--- config.mk ---
export PLATFORM = sky130hd
export DESIGN_NAME = snowf_collect_flat
export DESIGN_NICKNAME = d
export VERILOG_FILES = /design/src/rtl/snowf_collect_pkg.sv /design/src/rtl/snowf_collect_if.sv /design/src/rtl/snowf_hit_cmp.sv /design/src/rtl/snowf_collect.sv /design/src/flat_wrapper.sv
export SDC_FILE = /design/constraint.sdc
export NUM_CORES = 1
export LEC_CHECK = 0
export BUFFER_PORTS_ARGS = -buffer_cell sky130_fd_sc_hd__buf_2
export CAP_MARGIN = 15
export CORE_MARGIN = 5
export CORE_UTILIZATION = 43
export CTS_BUF_LIST = sky130_fd_sc_hd__clkbuf_2 sky130_fd_sc_hd__clkbuf_4 sky130_fd_sc_hd__clkbuf_8
export CTS_CLUSTER_DIAMETER = 120
export CTS_CLUSTER_SIZE = 28
export DETAILED_ROUTE_END_ITERATION = 10
export PLACE_DENSITY = 0.8
export RECOVER_POWER = 100
export SLEW_MARGIN = 20
export SYNTH_ARGS = -nofsm -noshare
export SYNTH_HDL_FRONTEND = slang
export SYNTH_HIERARCHICAL = 1
export SYNTH_SLANG_ARGS = --single-unit
--- constraint.sdc ---
create_clock -name clk -period 4.33 [get_ports clk]
set_input_delay 0.433 -clock clk [delete_from_list [all_inputs] [get_ports clk]]
set_output_delay 0.433 -clock clk [all_outputs]
set_load 0.03 [all_outputs]
--- src/rtl/snowf_collect_pkg.sv ---
// Shared constants, FSM state type and position-slice helper for snowflake collection.
package snow_pkg;

    localparam int unsigned N_SNOWF = 15;
    localparam int unsigned XW      = 10;
    localparam int unsigned YW      = 9;

    typedef enum logic [1:0] {
        IDLE,
        SCAN,
        DONE
    } collect_state_t;

    // Bit offset of flake i inside the packed position bus.
    function automatic int unsigned snowf_off(input int unsigned i);
        return i * (XW + YW);
    endfunction

endpackage

--- src/rtl/snowf_collect_if.sv ---
// Game-controller side bus of the snowflake collection tracker.
interface snowf_collect_if;
    import snow_pkg::*;

    logic                      frame_tick;
    logic                      level_clear;
    logic [XW-1:0]             player_x;
    logic [YW-1:0]             player_y;
    logic [N_SNOWF*(XW+YW)-1:0] snowf_pos;
    logic [N_SNOWF-1:0]        snowf_get;
    logic                      new_get;
    logic                      all_got;
    logic                      busy;

    modport master (
        output frame_tick, level_clear, player_x, player_y, snowf_pos,
        input  snowf_get, new_get, all_got, busy
    );

    modport slave (
        input  frame_tick, level_clear, player_x, player_y, snowf_pos,
        output snowf_get, new_get, all_got, busy
    );

endinterface

--- src/rtl/snowf_hit_cmp.sv ---
// Combinational abs-diff plus inclusive rectangular hit-box compare.
module snowf_hit_cmp #(
    parameter int unsigned XW    = 10,
    parameter int unsigned YW    = 9,
    parameter int unsigned HIT_X = 16,
    parameter int unsigned HIT_Y = 16
) (
    input  logic [XW-1:0] px,
    input  logic [YW-1:0] py,
    input  logic [XW-1:0] sx,
    input  logic [YW-1:0] sy,
    output logic          hit
);

    localparam logic [XW:0] HitXLim = (XW + 1)'(HIT_X);
    localparam logic [YW:0] HitYLim = (YW + 1)'(HIT_Y);

    logic [XW:0] dx;
    logic [YW:0] dy;

    // One extra bit on each difference so the subtraction can never wrap.
    always_comb begin
        dx  = (px >= sx) ? ({1'b0, px} - {1'b0, sx}) : ({1'b0, sx} - {1'b0, px});
        dy  = (py >= sy) ? ({1'b0, py} - {1'b0, sy}) : ({1'b0, sy} - {1'b0, py});
        hit = (dx <= HitXLim) && (dy <= HitYLim);
    end

endmodule

--- src/rtl/snowf_collect.sv ---
// Per-frame snowflake collection tracker: scans one flake per clock after each frame tick
// and accumulates sticky collected bits.
module snowf_collect
    import snow_pkg::*;
#(
    parameter int unsigned HIT_X = 16,
    parameter int unsigned HIT_Y = 16
) (
    input  logic           clk,
    input  logic           rst_n,
    snowf_collect_if.slave bus
);

    localparam int unsigned   PW      = XW + YW;
    localparam int unsigned   IW      = $clog2(N_SNOWF);
    localparam logic [IW-1:0] LastIdx = IW'(N_SNOWF - 1);

    collect_state_t     state_q;
    logic [IW-1:0]      idx_q;
    logic [XW-1:0]      cap_x_q;
    logic [YW-1:0]      cap_y_q;
    logic [N_SNOWF-1:0] pending_q;
    logic [N_SNOWF-1:0] get_q;
    logic               new_get_q;
    logic               all_got_q;
    logic               busy_q;

    logic [PW-1:0]      cur_pos;
    logic               hit;

    // Live position of the flake under evaluation this cycle.
    assign cur_pos = bus.snowf_pos[snowf_off(32'(idx_q)) +: PW];

    snowf_hit_cmp #(
        .XW    (XW),
        .YW    (YW),
        .HIT_X (HIT_X),
        .HIT_Y (HIT_Y)
    ) u_hit_cmp (
        .px  (cap_x_q),
        .py  (cap_y_q),
        .sx  (cur_pos[PW-1:YW]),
        .sy  (cur_pos[YW-1:0]),
        .hit (hit)
    );

    // Scan FSM with registered outputs; level_clear aborts any scan and wipes collected state.
    always_ff @(posedge clk) begin
        if (!rst_n) begin
            state_q   <= IDLE;
            idx_q     <= '0;
            cap_x_q   <= '0;
            cap_y_q   <= '0;
            pending_q <= '0;
            get_q     <= '0;
            new_get_q <= 1'b0;
            all_got_q <= 1'b0;
            busy_q    <= 1'b0;
        end else if (bus.level_clear) begin
            state_q   <= IDLE;
            idx_q     <= '0;
            pending_q <= '0;
            get_q     <= '0;
            new_get_q <= 1'b0;
            all_got_q <= 1'b0;
            busy_q    <= 1'b0;
        end else begin
            new_get_q <= 1'b0;
            unique case (state_q)
                IDLE: begin
                    if (bus.frame_tick) begin
                        cap_x_q   <= bus.player_x;
                        cap_y_q   <= bus.player_y;
                        idx_q     <= '0;
                        pending_q <= '0;
                        busy_q    <= 1'b1;
                        state_q   <= SCAN;
                    end
                end
                SCAN: begin
                    if (hit) begin
                        pending_q[idx_q] <= 1'b1;
                    end
                    if (idx_q == LastIdx) begin
                        idx_q   <= '0;
                        state_q <= DONE;
                    end else begin
                        idx_q <= idx_q + 1'b1;
                    end
                end
                DONE: begin
                    get_q     <= get_q | pending_q;
                    all_got_q <= &(get_q | pending_q);
                    new_get_q <= |(pending_q & ~get_q);
                    busy_q    <= 1'b0;
                    state_q   <= IDLE;
                end
                default: begin
                    state_q <= IDLE;
                end
            endcase
        end
    end

    assign bus.snowf_get = get_q;
    assign bus.new_get   = new_get_q;
    assign bus.all_got   = all_got_q;
    assign bus.busy      = busy_q;

endmodule

--- src/flat_wrapper.sv ---
// flat-port wrapper written by rule: the top's interface ports become plain ports
module snowf_collect_flat import snow_pkg::*;
#(
    parameter int unsigned HIT_X = 16,
    parameter int unsigned HIT_Y = 16
)
  (clk, rst_n, bus_frame_tick, bus_level_clear, bus_player_x, bus_player_y, bus_snowf_pos, bus_snowf_get, bus_new_get, bus_all_got, bus_busy);
  snowf_collect_if bus_i ();
  input  logic clk;
  input  logic rst_n;
  input wire logic [$bits(bus_i.frame_tick)-1:0] bus_frame_tick;
  input wire logic [$bits(bus_i.level_clear)-1:0] bus_level_clear;
  input wire logic [$bits(bus_i.player_x)-1:0] bus_player_x;
  input wire logic [$bits(bus_i.player_y)-1:0] bus_player_y;
  input wire logic [$bits(bus_i.snowf_pos)-1:0] bus_snowf_pos;
  output wire logic [$bits(bus_i.snowf_get)-1:0] bus_snowf_get;
  output wire logic [$bits(bus_i.new_get)-1:0] bus_new_get;
  output wire logic [$bits(bus_i.all_got)-1:0] bus_all_got;
  output wire logic [$bits(bus_i.busy)-1:0] bus_busy;
  assign bus_i.frame_tick = bus_frame_tick;
  assign bus_i.level_clear = bus_level_clear;
  assign bus_i.player_x = bus_player_x;
  assign bus_i.player_y = bus_player_y;
  assign bus_i.snowf_pos = bus_snowf_pos;
  assign bus_snowf_get = bus_i.snowf_get;
  assign bus_new_get = bus_i.new_get;
  assign bus_all_got = bus_i.all_got;
  assign bus_busy = bus_i.busy;
  snowf_collect #(.HIT_X(HIT_X), .HIT_Y(HIT_Y)) u_core (.clk(clk), .rst_n(rst_n), .bus(bus_i));
endmodule
# Word level (Yosys, flattened, before mapping)

Index checks and enable logic that the tools add are counted.
Widths: inputs -> output; s select.

Register bits after elaboration: 58
Input bits: 308
Output and inout port bits: 18
Word-level logic and storage cells: 64

Add/subtract/negate cells: 5
$mul: 1
Order comparisons: 6
Eq/ne operators: 6
Shift-type cells: 1
Muxes and demuxes: 15
Bitwise logic cells: 7
Reduce and logical (&&, ||, !) cells: 14

Operator list:

| cell                | count |
|---|---|
| $shiftx 285x10->19  | 1 |
| $mux 15             | 2 |
| $or 15x15->15       | 2 |
| $pmux 15 s2         | 1 |
| $sub 10x10->11      | 2 |
| $sub 9x9->10        | 2 |
| $and 15x15->15      | 1 |
| $not 15->15         | 1 |
| $reduce_and 15->1   | 1 |
| $reduce_or 15->1    | 1 |
| $le 11x5->1 const B | 1 |
| $mux 11             | 1 |
| $ge 10x10->1        | 1 |
| $le 10x5->1 const B | 1 |
| $mux 10             | 1 |
| $ge 9x9->1          | 1 |
| $mul 4x5->9 const B | 1 |
| $mux 4              | 2 |
| $pmux 4 s2          | 1 |
| $reduce_and 2->1    | 3 |
| $reduce_and 3->1    | 2 |
| $lt 4x5->1 const B  | 1 |
| $add 4x1->4 const B | 1 |
| $demux 1 s4         | 1 |
| other kinds (16)    | 23 |

# Logic depth before layout (Yosys ltp)

Gate-level depths: netlist (run 1).

Depth after elaboration: 8
Mapped depth: 22
Gate-level depth less buffers: 17

# Hierarchy

Netlist (run 1), hierarchy kept.

Modules (own cells, without submodules):

| module        | times used | cells each | area an instance (sq um) |
|---|---|---|---|
| snowf_collect | 1          | 504        | 4723.3 |
| snowf_hit_cmp | 1          | 229        | 1605.3 |

# Worst setup path after synthesis (run 1)

OpenSTA, ideal clock, no wires.

Path type: register -> register
Start point: reg u_core.idx_q[0]
End point: reg u_core.pending_q[5]
Arrival time: 4.251 ns
Data required time: 4.259 ns
Slack: 0.008 ns
Cell stages (with the launch flop): 18
Period minus slack after synthesis: 4.322 ns
Cell sequence: dfxtp_1 > buf_6 > buf_6 > mux4_1 > a22o_1 > a21o_1 > ha_1 > or2_1 > o311a_4 > o41a_4 > a31oi_4 > xnor2_1 > or4_1 > a22oi_2 > nand2_1 > a2111oi_4 > nand2_1 > a21oi_1

Word-level cells in the longest chain between the ends: 8
Elaborated cells between the ends (all ways): 23
Classes of those cells: 4 x add/sub; 1 x mul; 6 x order compare; 1 x eq/ne; 1 x shift; 6 x mux; 1 x bitwise; 3 x reduce/logical

Ends and longest elaborated chain:

| item                                              | RTL line                | text |
|---|---|---|
| start: declaration                                | snowf_collect.sv:19     | `logic [IW-1:0] idx_q;` |
| start signal: assignment                          | snowf_collect.sv:88     | `idx_q <= idx_q + 1'b1;` |
| $mul 4x5->9 (*)                                   | snowf_collect_pkg.sv:16 | `return i * (XW + YW);` |
| $shiftx 285x10->19 (*)                            | snowf_collect.sv:32     | `assign cur_pos = bus.snowf_pos[snowf_off(32'(idx_q)) +: PW];` |
| via u_core.cur_pos[2]                             | snowf_collect.sv:28     | `logic [PW-1:0] cur_pos;` |
| $sub 9x9->10 / $ge 9x9->1 (equally long branches) | snowf_hit_cmp.sv:24     | `dy = (py >= sy) ? ({1'b0, py} - {1'b0, sy}) : ({1'b0, sy} - {1'b0, py});` |
| $mux 10 (*)                                       | snowf_hit_cmp.sv:24     |  |
| $le 10x5->1 (*)                                   | snowf_hit_cmp.sv:25     | `hit = (dx <= HitXLim) && (dy <= HitYLim);` |
| $logic_and 1x1->1 (*)                             | snowf_hit_cmp.sv:25     |  |
| via u_core.hit                                    | snowf_collect.sv:29     | `logic hit;` |
| $ne 2x1->1 (no line) (*)                          | -                       |  |
| $reduce_and 3->1 (no line) (*)                    | -                       |  |
| end signal: assignment                            | snowf_collect.sv:54     | `pending_q <= '0;` |
| end signal: assignment                            | snowf_collect.sv:62     | `pending_q <= '0;` |
| end signal: assignment                            | snowf_collect.sv:75     | `pending_q <= '0;` |
| end: declaration                                  | snowf_collect.sv:22     | `logic [N_SNOWF-1:0] pending_q;` |

The timed path passes the listed nets; every way through them passes the cells marked *. The select of a mux whose other input is x is not followed.
A chain may end at the register's enable or synchronous reset.

# Worst setup path in the final report (run 1)

Start point: reg u_core.idx_q[0]
End point: reg u_core.pending_q[5]

Word-level cells in the longest chain between the ends: 8
Elaborated cells between the ends (all ways): 23
Classes of those cells: 4 x add/sub; 1 x mul; 6 x order compare; 1 x eq/ne; 1 x shift; 6 x mux; 1 x bitwise; 3 x reduce/logical

Ends and longest elaborated chain:

| item                                                  | RTL line                | text |
|---|---|---|
| $mul 4x5->9 (*)                                       | snowf_collect_pkg.sv:16 |  |
| $shiftx 285x10->19 (*)                                | snowf_collect.sv:32     |  |
| via u_core.cur_pos[9]                                 | snowf_collect.sv:28     |  |
| $sub 10x10->11 / $ge 10x10->1 (equally long branches) | snowf_hit_cmp.sv:23     | `dx = (px >= sx) ? ({1'b0, px} - {1'b0, sx}) : ({1'b0, sx} - {1'b0, px});` |
| $mux 11 (*)                                           | snowf_hit_cmp.sv:23     |  |
| $le 11x5->1 (*)                                       | snowf_hit_cmp.sv:25     |  |
| $logic_and 1x1->1 (*)                                 | snowf_hit_cmp.sv:25     |  |
| via u_core.hit                                        | snowf_collect.sv:29     |  |
| $ne 2x1->1 (no line) (*)                              | -                       |  |
| $reduce_and 3->1 (no line) (*)                        | -                       |  |

Marked as above.

==> flow_metrics.py, run 1 <==
metrics = {
    "drt": {
        "via_per_inst": 5.62,
        "vias": 7320,
        "wl_per_cell_um": 19.6,
        "drt_iter0_drc": 658,
        "drc_errors": 0,
        "finalWirelength_um": 25500,
        "drt-pass1-iter-count": 5,
        "drtAntennaViolNets": 0,
    },
    "global_routing": {
        "grt_max_degree": 27,
        "grt_pass1_wl_um": 37700,
        "antenna_found_initial": 5,
        "grt_overflow": 0,
        "grt_usage": 0.268,
        "grt_pass1_vias": 7221,
    },
    "setup_path": {
        "cp-startpoint": "u_core/idx_q[0]",
        "end_kind": "register",
        "critical_path.startpoint_type": "register",
        "path_max_fanout": 10,
        "arrival_ns": 4.57,
        "path_cells": "buf_6 > buf_8 > mux4_2 > a22o_1 > a21o_1 > inv_1 > ha_1 > nor2b_4 > o31a_1 > o41ai_2 > buf_4 > nor4b_4 > a211o_1 > o2111ai_2 > a22oi_2 > nand2_2 > a2111oi_4 > nand2_1 > a21oi_1",
        "cp_slowest_cell": "mux4_2",
        "path_buf_inv": 4,
        "worstReg2RegStart": "u_core/idx_q[0]",
        "crit_type": "register to register",
        "critPathTopFamily": "compound AO/OA/AOI/OAI gates",
        "cpPeakStageDelay_ns": 0.50,
        "cp.required_ns": 4.61,
    },
    "sta": {
        "slew_viol_final": 0,
        "worstMarginPinSlew_ns": 1.04,
        "skew_ns": 0.00899,
        "finalCriticalPeriod_ns": 4.29,
        "rsz0062_at_grt": "yes",
        "hold_viol_final": 0,
        "fin_setup_tns_ns": 0,
        "fin_crit_sh": 0.991,
        "maxSlewHeadroom": 0.308,
        "setup_violations": 0,
        "fmax_mhz": 233,
        "hold_ws_ns": 0.325,
        "setup_slack_ns": 0.0394,
    },
    "floorplan": {
        "ios": 326,
        "die_area_um2": 17200,
        "core_area_um2": 14500,
        "initial_utilization": 0.437,
        "die_w_um": 131,
        "core.rowCount": 44,
        "die_y_um": 131,
    },
    "yosys": {
        "ys_types": 72,
        "syn-instance-count": 733,
        "synth_area_um2": 6330,
        "yosys-top-cells-count": "78 x nand2_1, 61 x inv_1, 58 x dfxtp_1, 52 x mux2i_1, 46 x nor2_1",
        "syn_avg_cell_area_um2": 8.63,
        "ys.flop_type": "dfxtp_1",
        "netlist.top_cell.by_area": "dfxtp_1",
        "seq_area_frac_synth": 0.183,
        "synthTopCellsByArea": "dfxtp_1 18%, mux4_2 10%, mux2i_1 8.2%, ha_1 7.5%, mux4_1 5.0%",
        "synth_most_common_cell": "nand2_1",
        "synth_top_cell_area_share": 0.183,
        "async_reset_ff_frac": 0,
        "syn_nets": 1079,
        "synth-edff-count": 0,
        "ys_warn_count": 6,
        "ys_ff_latch": 58,
    },
    "worst_hold_path": {
        "hold_class": "primary input to register",
        "hp-start": "bus_player_x[2]",
    },
    "placement": {
        "io_buffers": 325,
        "dpl.hpwl_um": 20700,
        "gp_congestion": 0.907,
        "post-place-ws_ns": -0.145,
        "dp.cells": 1262,
    },
    "cts": {
        "hold_buffers": 0,
        "clk_path_buf_depth": 2,
        "root_buffer": "clkbuf_8",
        "numCtsBuffers": 9,
        "h-tree-depth": 3,
        "cts_tree": "yes",
        "cts_num_sinks": 58,
        "path_clk_slew_ns": 0.07,
        "clock_latency_ns": 0.36,
    },
    "flow_run": {
        "drv_cap": 0,
    },
    "power": {
        "power.density_nw_per_um2": 186,
        "leakagePower_uw": 0.00396,
        "ir_drop_mv": 0.139,
    },
    "final_layout": {
        "area_growth_pct": 45.2,
        "final_nets": 1455,
        "layout.cells.non_filler": 1303,
        "drive_gt1_frac": 0.456,
        "utilization": 0.635,
        "num-fill-cells": 1264,
    },
    "run_status": {
        "status": "finished clean",
    },
}
==> per-layer routing <==
layer | vias to the layer above | global-route usage | share of wire
met4 | 0 | 0.0834 | 0.019
met2 | 364 | 0.476 | 0.51
met5 | - | 0 | 0
met1 | 3425 | 0.327 | 0.39
li1 | 3493 | - | -
met3 | 38 | 0.0535 | 0.079
==> what timing repair did <==
action / in CTS / in global routing
cloned: 1 / 0
setup endpoints to repair: 11 / 15
buffers inserted: 4 / 17
gates resized for setup: 11 / 61
pin swaps: 2 / 25
==> cell usage in the layout (no fill, tap or decap), types with 11 or more instances in the layout <==
cell type    n
buf_2      307
buf_4       81
nand2_1     76
inv_1       61
dfxtp_1     54
mux2i_1     51
nor2_1      46
a21oi_1     35
ha_1        32
mux4_2      31
clkbuf_1    19
a21boi_0    19
o211ai_1    17
a22o_1      17
o22ai_1     17
a21o_1      16
nor2b_1     13
o21ai_0     11
nor3_1      11
==> path summary, 6_finish.rpt <==
kind,cells after the start,slack (ns),endpoint
min,3,0.32,u_core/cap_x_q[2]
max reg2reg,19,0.04,u_core/pending_q[5]
max,19,0.04,u_core/pending_q[5]
min reg2reg,2,0.45,u_core/bus.all_got
==> state kept, by name, summed over array words and instances (netlist names) <==
signal                count
u_core/bus.all_got        1
u_core/bus.busy           1
u_core/bus.new_get        1
u_core/bus.snowf_get     15
u_core/cap_x_q           10
u_core/cap_y_q            9
u_core/idx_q              4
u_core/pending_q         15
u_core/state_q            2
==> cell families after synthesis <==
logic type,after synthesis,synth area share
xor gates and xnor gates,11,0.0152
muxes,94,0.237
DFF,58,0.183
adders and majority gates,38,0.0751
AOI/OAI and AO/OA,211,0.247
buffers and inverters,118,0.0884
and+or+nand+nor,203,0.153
==> power by group <==
part           leakage (uW)  internal (uW)  switching, uW
Sequential         0.000473            540           9.76
Combinational       0.00338            312            265
Clock              0.000106            328            251
==> metrics by stage <==
stage | total power (uW) | instance area [um2]
after floorplan | 848 | 6330
after global placement | 1070 | 8510
after detailed placement | 1080 | 8510
after CTS | 1660 | 8810
after global routing | 1790 | 9190
final | 1710 | 9190
==> worst reg2reg max path, stage by stage (launching register included) <==
cell and delay, ns:
dfxtp_4 0.39, buf_6 0.19, buf_8 0.15, mux4_2 0.50
a22o_1 0.19, a21o_1 0.18, inv_1 0.07, ha_1 0.20
nor2b_4 0.06, o31a_1 0.34, o41ai_2 0.33, buf_4 0.20
nor4b_4 0.18, a211o_1 0.14, o2111ai_2 0.11, a22oi_2 0.22
nand2_2 0.12, a2111oi_4 0.44, nand2_1 0.09, a21oi_1 0.13
==> cell type report <==
| type | instances | area, um2 | area share |
|---|---|---|---|
| multi-input cells | 557 | 4870 | 0.530 |
| repair buffers | 422 | 2440 | 0.266 |
| flip-flops and latches | 58 | 1180 | 0.128 |
| well taps | 184 | 230 | 0.0250 |
| inverters | 61 | 229 | 0.0249 |
| clock buffers | 9 | 124 | 0.0135 |
| clock inverters | 7 | 101 | 0.0110 |
| diodes | 5 | 12.5 | 0.00136 |
(Power assumes the default switching activity.)
==> inputs of run 2 (changes only) <==
--- a/config.mk
+++ b/config.mk
@@ -8,7 +8,7 @@
 export BUFFER_PORTS_ARGS = -buffer_cell sky130_fd_sc_hd__buf_2
 export CAP_MARGIN = 15
 export CORE_MARGIN = 5
-export CORE_UTILIZATION = 43
+export CORE_UTILIZATION = 44
 export CTS_BUF_LIST = sky130_fd_sc_hd__clkbuf_2 sky130_fd_sc_hd__clkbuf_4 sky130_fd_sc_hd__clkbuf_8
 export CTS_CLUSTER_DIAMETER = 120
 export CTS_CLUSTER_SIZE = 28
@@ -18,5 +18,4 @@
 export SLEW_MARGIN = 20
 export SYNTH_ARGS = -nofsm -noshare
 export SYNTH_HDL_FRONTEND = slang
-export SYNTH_HIERARCHICAL = 1
 export SYNTH_SLANG_ARGS = --single-unit
==> run 2 against run 1 <==
Compared with the run above:
- the run now ends with capacitance limit, slew limit left
- fmax grew 4.8%
- clock skew is 0.013 ns higher
- clock power decreased by 3%
- final cell count decreased by 1.5%
- sequential share of layout area up 0.67 points
- routed wire length increased by 5.1%
- critical path depth fell by 4
- worst hold slack improved by 0.013 ns
- non-clock buffer count fell by 60
- first-iteration DRC count is 12% lower
- largest cell class unchanged
- largest power group is now combinational cells
==> flow_metrics.py, run 2 <==
metrics = {
    "run_status": {
        "status": "finished, violations left",
        "violations": "capacitance limit, slew limit",
    },
    "sta": {
        "skew_ns": 0.0221,
        "setup_violations": 0,
        "hold_viol_final": 0,
        "maxSlewHeadroom": -0.0771,
        "slew_viol_final": 20,
        "fmax_mhz": 244,
        "fin_crit_sh": 0.946,
        "finalCriticalPeriod_ns": 4.10,
        "worstMarginPinSlew_ns": 1.61,
    },
    "final_layout": {
        "layout.cells.non_filler": 1284,
        "multiInputGateArea_um2": 4900,
        "seq_area_um2": 1170,
        "final_common_cell": "buf_2",
        "final_nets": 1439,
        "final_area_um2": 8700,
        "layout_common_cells": "307 x buf_2, 91 x nand2_1, 62 x inv_1, 57 x mux4_2, 54 x dfxtp_1",
        "num-fill-cells": 1355,
        "drive_gt1_frac": 0.412,
        "area_growth_pct": 31.7,
    },
    "setup_path": {
        "path_buf_inv": 2,
        "r2r_cells": 15,
        "cp_slowest_cell": "mux4_2",
        "critPathTopFamily": "compound AO/OA/AOI/OAI gates",
        "path_cells": "buf_12 > mux4_2 > nor2b_1 > a211oi_1 > a21o_1 > inv_1 > ha_1 > and2_4 > o31ai_4 > a31oi_1 > o22ai_1 > o2111ai_1 > o32ai_2 > nand2_2 > o31ai_1",
        "critical_path.startpoint_type": "register",
        "reg2reg_to": "u_core.pending_q[6]",
        "path_max_fanout": 12,
        "cp.required_ns": 4.57,
        "cpPeakStageDelay_ns": 0.48,
        "worstReg2RegStart": "u_core.idx_q[0]",
        "reg2reg_slack_ns": 0.23,
        "end_kind": "register",
        "crit_type": "register to register",
        "arrival_ns": 4.33,
        "cp_num_cells": 15,
    },
    "power": {
        "seqPwrFrac": 0.329,
        "switchingPower_uw": 497,
        "swShare": 0.296,
        "leakagePower_uw": 0.00370,
        "power.density_nw_per_um2": 193,
        "p_int_uw": 1180,
        "ir_drop_mv": 0.145,
        "p_comb_frac": 0.336,
        "pwr-share-clk": 0.334,
    },
    "yosys": {
        "syn_avg_cell_area_um2": 8.50,
        "ys_ff_latch": 58,
        "synth_top_cell_area_share": 0.194,
        "async_reset_ff_frac": 0,
        "ys_types": 76,
        "synth_most_common_cell": "nand2_1",
        "syn_nets": 1123,
        "seq_area_frac_synth": 0.176,
        "syn-instance-count": 777,
        "yosys-top-cells-count": "91 x nand2_1, 62 x inv_1, 58 x dfxtp_1, 57 x mux4_2, 46 x a21oi_1",
        "netlist.top_cell.by_area": "mux4_2",
        "ys_warn_count": 0,
        "synth-edff-count": 0,
        "synthTopCellsByArea": "mux4_2 19%, dfxtp_1 18%, ha_1 7.2%, nand2_1 5.2%, inv_1 3.5%",
        "ys.flop_type": "dfxtp_1",
        "synth_area_um2": 6600,
    },
    "worst_hold_path": {
        "hold_class": "primary input to register",
        "min_to": "u_core.cap_x_q[7]",
        "hold_depth": 3,
        "hp-start": "bus_player_x[7]",
    },
    "flow_run": {
        "drv_cap": 1,
    },
    "floorplan": {
        "initial_utilization": 0.451,
        "die_area_um2": 17600,
        "core_area_um2": 14600,
        "die_w_um": 132,
        "die_y_um": 132,
        "core.rowCount": 44,
        "ios": 326,
    },
    "global_routing": {
        "grt_pass1_wl_um": 39800,
        "grt_usage": 0.286,
        "antenna_found_initial": 9,
        "grt_overflow": 0,
        "grt_pass1_vias": 7383,
        "grt_max_degree": 46,
    },
    "placement": {
        "dp.cells": 1259,
        "gp_congestion": 1.00,
        "dpl.hpwl_um": 22000,
        "postPlaceCellArea_um2": 8410,
        "io_buffers": 325,
    },
    "cts": {
        "cts_num_sinks": 58,
        "h-tree-depth": 3,
        "clk_path_buf_depth": 2,
        "numCtsBuffers": 9,
        "root_buffer": "clkbuf_8",
        "clock_latency_ns": 0.34,
        "cts_tree": "yes",
        "path_clk_slew_ns": 0.08,
        "hold_buffers": 0,
    },
    "drt": {
        "drt-pass1-iter-count": 5,
        "vias": 7496,
        "drt_iter0_drc": 576,
        "finalWirelength_um": 26800,
        "drc_errors": 0,
        "drtAntennaViolNets": 0,
        "wl_per_cell_um": 20.9,
        "via_per_inst": 5.84,
    },
}
[run 2: changes by cell type after synthesis, moves of 10 or more]
cell | previous run | this run
o21ai_0 | 11 | 37
o31ai_1 | 1 | 14
a221oi_1 | 18 | 2
mux2i_1 | 52 | 23
a22o_1 | 17 | 0
mux4_2 | 29 | 57
a211oi_1 | 9 | 23
buf_2 | 22 | 10
nor2b_1 | 18 | 30
nand2_1 | 78 | 91
clkbuf_1 | 22 | 32
mux4_1 | 12 | 0
[run 2: power groups by stage]
stage / logic [uW] / clock network, uW / registers [uW]
detailed placement: 547 / 0 / 567
global route: 615 / 594 / 554
CTS: 552 / 566 / 554
floorplan: 326 / 0 / 561
global placement: 541 / 0 / 566
finish: 565 / 562 / 553
[run 2: worst max path at each step]
stage / endpoint / slack (ns) / from
finish: u_core.pending_q[6] / 0.23 / u_core.idx_q[0]
global route: u_core.pending_q[0] / -0.02 / u_core.idx_q[0]
CTS: u_core.pending_q[6] / 0.13 / u_core.idx_q[0]
detailed placement: u_core.pending_q[6] / 0.02 / u_core.idx_q[0]
global placement: u_core.pending_q[6] / 0.18 / u_core.idx_q[0]
floorplan: u_core.pending_q[10] / 0.43 / u_core.idx_q[0]
[run 2: worst register-to-register path, cell delays in order, from the launching register on]
cell and delay [ns]:
dfxtp_4 0.47, buf_12 0.19, mux4_2 0.49, nor2b_1 0.14, a211oi_1 0.21, a21o_1 0.20
inv_1 0.06, ha_1 0.41, and2_4 0.23, o31ai_4 0.27, a31oi_1 0.15, o22ai_1 0.15
o2111ai_1 0.15, o32ai_2 0.39, nand2_2 0.19, o31ai_1 0.30
[run 2: per-stage QoR]
step                      utilization  hold WS, ns  power (uW)  TNS, ns  worst slack [ns]
after detailed placement        0.574        0.485        1110        0            0.0209
after CTS                       0.590        0.331        1670        0             0.128
after global placement          0.574        0.475        1110        0             0.176
after floorplan                     -        0.456         887        0             0.428
after global routing            0.594        0.335        1760  -0.0702           -0.0233
final                           0.594        0.337        1680        0             0.235
[run 2: cell families after synthesis]
kind of cell               count (synthesis)  synth area share
xor gates and xnor gates                   5           0.00664
adders and majority gates                 38            0.0720
AOI/OAI and AO/OA                        250             0.262
muxes                                     81             0.231
buffers and inverters                    120            0.0859
and+or+nand+nor                          225             0.167
DFF                                       58             0.176
[run 2: repair_timing]
item / 4_1_cts / 5_1_grt
buffers inserted: 1 / 5
pin swaps: 0 / 2
cloned: 0 / 1
resized for setup: 0 / 4
setup endpoints to repair: 3 / 15
[run 2: metal layers]
metal,vias to the layer above,global-route usage,part of all wire
met5,-,0,0.0028
met4,12,0.0629,0.020
met3,51,0.109,0.12
met2,387,0.480,0.48
met1,3519,0.350,0.38
li1,3527,-,-
[run 2: final cells by class]
type                            instances  area share
Antenna cell                            3    0.000863
Clock buffer                           12      0.0176
Clock inverter                          3     0.00748
Inverter                               62      0.0268
Multi-Input combinational cell        600       0.563
Sequential cell                        58       0.135
Tap cell                              184      0.0265
Timing Repair Buffer                  362       0.223
==> inputs of run 3 (changes only) <==
--- a/config.mk
+++ b/config.mk
@@ -5,15 +5,14 @@
 export SDC_FILE = /design/constraint.sdc
 export NUM_CORES = 1
 export LEC_CHECK = 0
-export BUFFER_PORTS_ARGS = -buffer_cell sky130_fd_sc_hd__buf_2
 export CAP_MARGIN = 15
-export CORE_MARGIN = 5
-export CORE_UTILIZATION = 44
+export CORE_AREA = 5 5 125 127
 export CTS_BUF_LIST = sky130_fd_sc_hd__clkbuf_2 sky130_fd_sc_hd__clkbuf_4 sky130_fd_sc_hd__clkbuf_8
 export CTS_CLUSTER_DIAMETER = 120
 export CTS_CLUSTER_SIZE = 28
 export DETAILED_ROUTE_END_ITERATION = 10
-export PLACE_DENSITY = 0.8
+export DIE_AREA = 0 0 130 132
+export DONT_BUFFER_PORTS = 1
 export RECOVER_POWER = 100
 export SLEW_MARGIN = 20
 export SYNTH_ARGS = -nofsm -noshare
==> constraint.sdc (replaced) <==
create_clock -name clk -period 4.33 [get_ports clk]
set_input_delay 0 -clock clk [delete_from_list [all_inputs] [get_ports clk]]
set_output_delay 0 -clock clk [all_outputs]
set_load 0.03 [all_outputs]
==> run 3 against run 2 <==
Compared with the run above:
- the run now ends clean
- clock power is 14% lower
- design area is 16% lower
- first-iteration DRC count is 22% higher
- utilization is 8.6 points lower
- setup slack better by 0.026 ns
- non-clock buffer count is 316 lower
- largest cell class unchanged
==> flow_metrics.py, run 3 (same netlist as run 2, synthesis figures left out) <==
metrics = {
    "setup_path": {
        "cp_slowest_cell": "mux4_2",
        "path_cells": "buf_16 > mux4_2 > nor2b_1 > a211oi_1 > a21o_1 > inv_1 > ha_2 > and3_4 > o21ai_2 > and2_1 > o2111ai_1 > o2111ai_1 > o32ai_2 > nand2_4 > o31ai_1",
        "path_common_cell": "o2111ai_1",
        "cp.required_ns": 4.60,
        "end_kind": "register",
        "critPathTopFamily": "compound AO/OA/AOI/OAI gates",
        "arrival_ns": 4.34,
        "crit_type": "register to register",
        "critical_path.startpoint_type": "register",
        "path_buf_inv": 2,
        "cpPeakStageDelay_ns": 0.50,
        "path_max_fanout": 18,
    },
    "cts": {
        "numCtsBuffers": 9,
        "h-tree-depth": 3,
        "clk_path_buf_depth": 2,
        "cts_num_sinks": 58,
        "root_buffer": "clkbuf_8",
        "path_clk_slew_ns": 0.08,
        "cts_tree": "yes",
        "clock_latency_ns": 0.37,
    },
    "run_status": {
        "status": "finished clean",
    },
    "sta": {
        "setup_slack_ns": 0.261,
        "skew_ns": 0.0106,
        "fin_setup_tns_ns": 0,
        "slew_viol_final": 0,
        "fin_crit_sh": 0.940,
        "maxSlewHeadroom": 0.287,
        "setup_violations": 0,
        "worstMarginPinSlew_ns": 1.07,
        "hold_viol_final": 0,
        "hold_ws_ns": 0.0845,
        "finalCriticalPeriod_ns": 4.07,
        "fmax_mhz": 246,
    },
    "global_routing": {
        "grt_usage": 0.306,
        "grt_pass1_vias": 5932,
        "grt_max_degree": 46,
        "grt_pass1_wl_um": 38800,
        "grt_overflow": 0,
        "antenna_found_initial": 35,
    },
    "final_layout": {
        "num-fill-cells": 1364,
        "final_common_cell": "nand2_1",
        "seq_area_um2": 1170,
        "multiInputGateArea_um2": 4910,
        "layout_common_cells": "91 x nand2_1, 62 x inv_1, 57 x mux4_2, 54 x dfxtp_1, 46 x a21oi_1",
        "final_area_um2": 7270,
        "final_nets": 1122,
        "drive_gt1_frac": 0.174,
        "area_growth_pct": 10.1,
    },
    "placement": {
        "gp_congestion": 0.951,
        "io_buffers": 0,
        "dpl.hpwl_um": 22800,
        "postPlaceCellArea_um2": 6740,
        "post-place-ws_ns": 0.168,
    },
    "power": {
        "p_comb_frac": 0.297,
        "pwr-share-clk": 0.329,
        "leakagePower_uw": 0.00252,
        "seqPwrFrac": 0.374,
        "power.density_nw_per_um2": 203,
        "ir_drop_mv": 0.125,
        "switchingPower_uw": 504,
        "p_int_uw": 971,
        "swShare": 0.341,
    },
    "drt": {
        "drt_iter0_drc": 700,
        "drt-pass1-iter-count": 5,
        "drc_errors": 0,
        "drtAntennaViolNets": 0,
        "vias": 6269,
        "finalWirelength_um": 27600,
        "wl_per_cell_um": 28.2,
        "via_per_inst": 6.42,
    },
    "flow_run": {
        "drv_cap": 0,
    },
    "floorplan": {
        "initial_utilization": 0.461,
        "die_y_um": 132,
        "ios": 326,
        "core.rowCount": 44,
        "die_area_um2": 17200,
        "die_w_um": 130,
        "core_area_um2": 14300,
    },
    "worst_hold_path": {
        "hold_class": "primary input to register",
    },
}
[run 3: power by group through the flow]
| stage | Clock (uW) | Combinational (uW) | Sequential [uW] |
|---|---|---|---|
| detailed placement | 0 | 403 | 564 |
| floorplan | 0 | 326 | 561 |
| finish | 486 | 437 | 552 |
| CTS | 495 | 427 | 551 |
| global placement | 0 | 405 | 564 |
| global route | 524 | 478 | 553 |
[run 3: per-stage QoR]
stage	instances	total power, uW	util
after floorplan	777	887	-
after global placement	924	968	0.471
after detailed placement	924	967	0.471
after CTS	963	1470	0.499
after global routing	972	1550	0.507
final	977	1480	0.508
[run 3: final cells by class]
type                       instances  share of cell area
clock buffer                      10              0.0189
antenna                           12             0.00413
sequential                        58               0.161
clock inverter                     6             0.00534
timing repair buffer              46              0.0714
multi-input combinational        599               0.675
tap                              184              0.0317
inverter                          62              0.0320
[run 3: worst register-to-register path, stage by stage, from the launching register on]
cell	delay [ns]
dfxtp_4	0.44
buf_16	0.20
mux4_2	0.52
nor2b_1	0.14
a211oi_1	0.29
a21o_1	0.15
inv_1	0.05
ha_2	0.42
and3_4	0.25
o21ai_2	0.09
and2_1	0.23
o2111ai_1	0.20
o2111ai_1	0.18
o32ai_2	0.38
nand2_4	0.18
o31ai_1	0.27
[run 3: per-layer routing]
metal,vias up,global-route usage,share of wire
met5,-,0,0.0083
met4,42,0.0502,0.0086
met3,54,0.190,0.15
met2,317,0.425,0.43
met1,2966,0.411,0.41
li1,2890,-,-
[run 3: final timing paths]
check / from / to / slack (ns) / cells after the start
max: u_core.idx_q[0] / u_core.pending_q[8] / 0.26 / 15
min: bus_level_clear / u_core.cap_x_q[7] / 0.08 / 4
max reg2reg: u_core.idx_q[0] / u_core.pending_q[8] / 0.26 / 15
min reg2reg: u_core.pending_q[14] / u_core.pending_q[14] / 0.49 / 2
[run 3: timing repair]
action	4_1_cts	5_1_grt
setup buffers	0	1
hold endpoints to repair	22	0
setup endpoints to repair	0	15
hold buffers	23	0
resized for setup	0	9
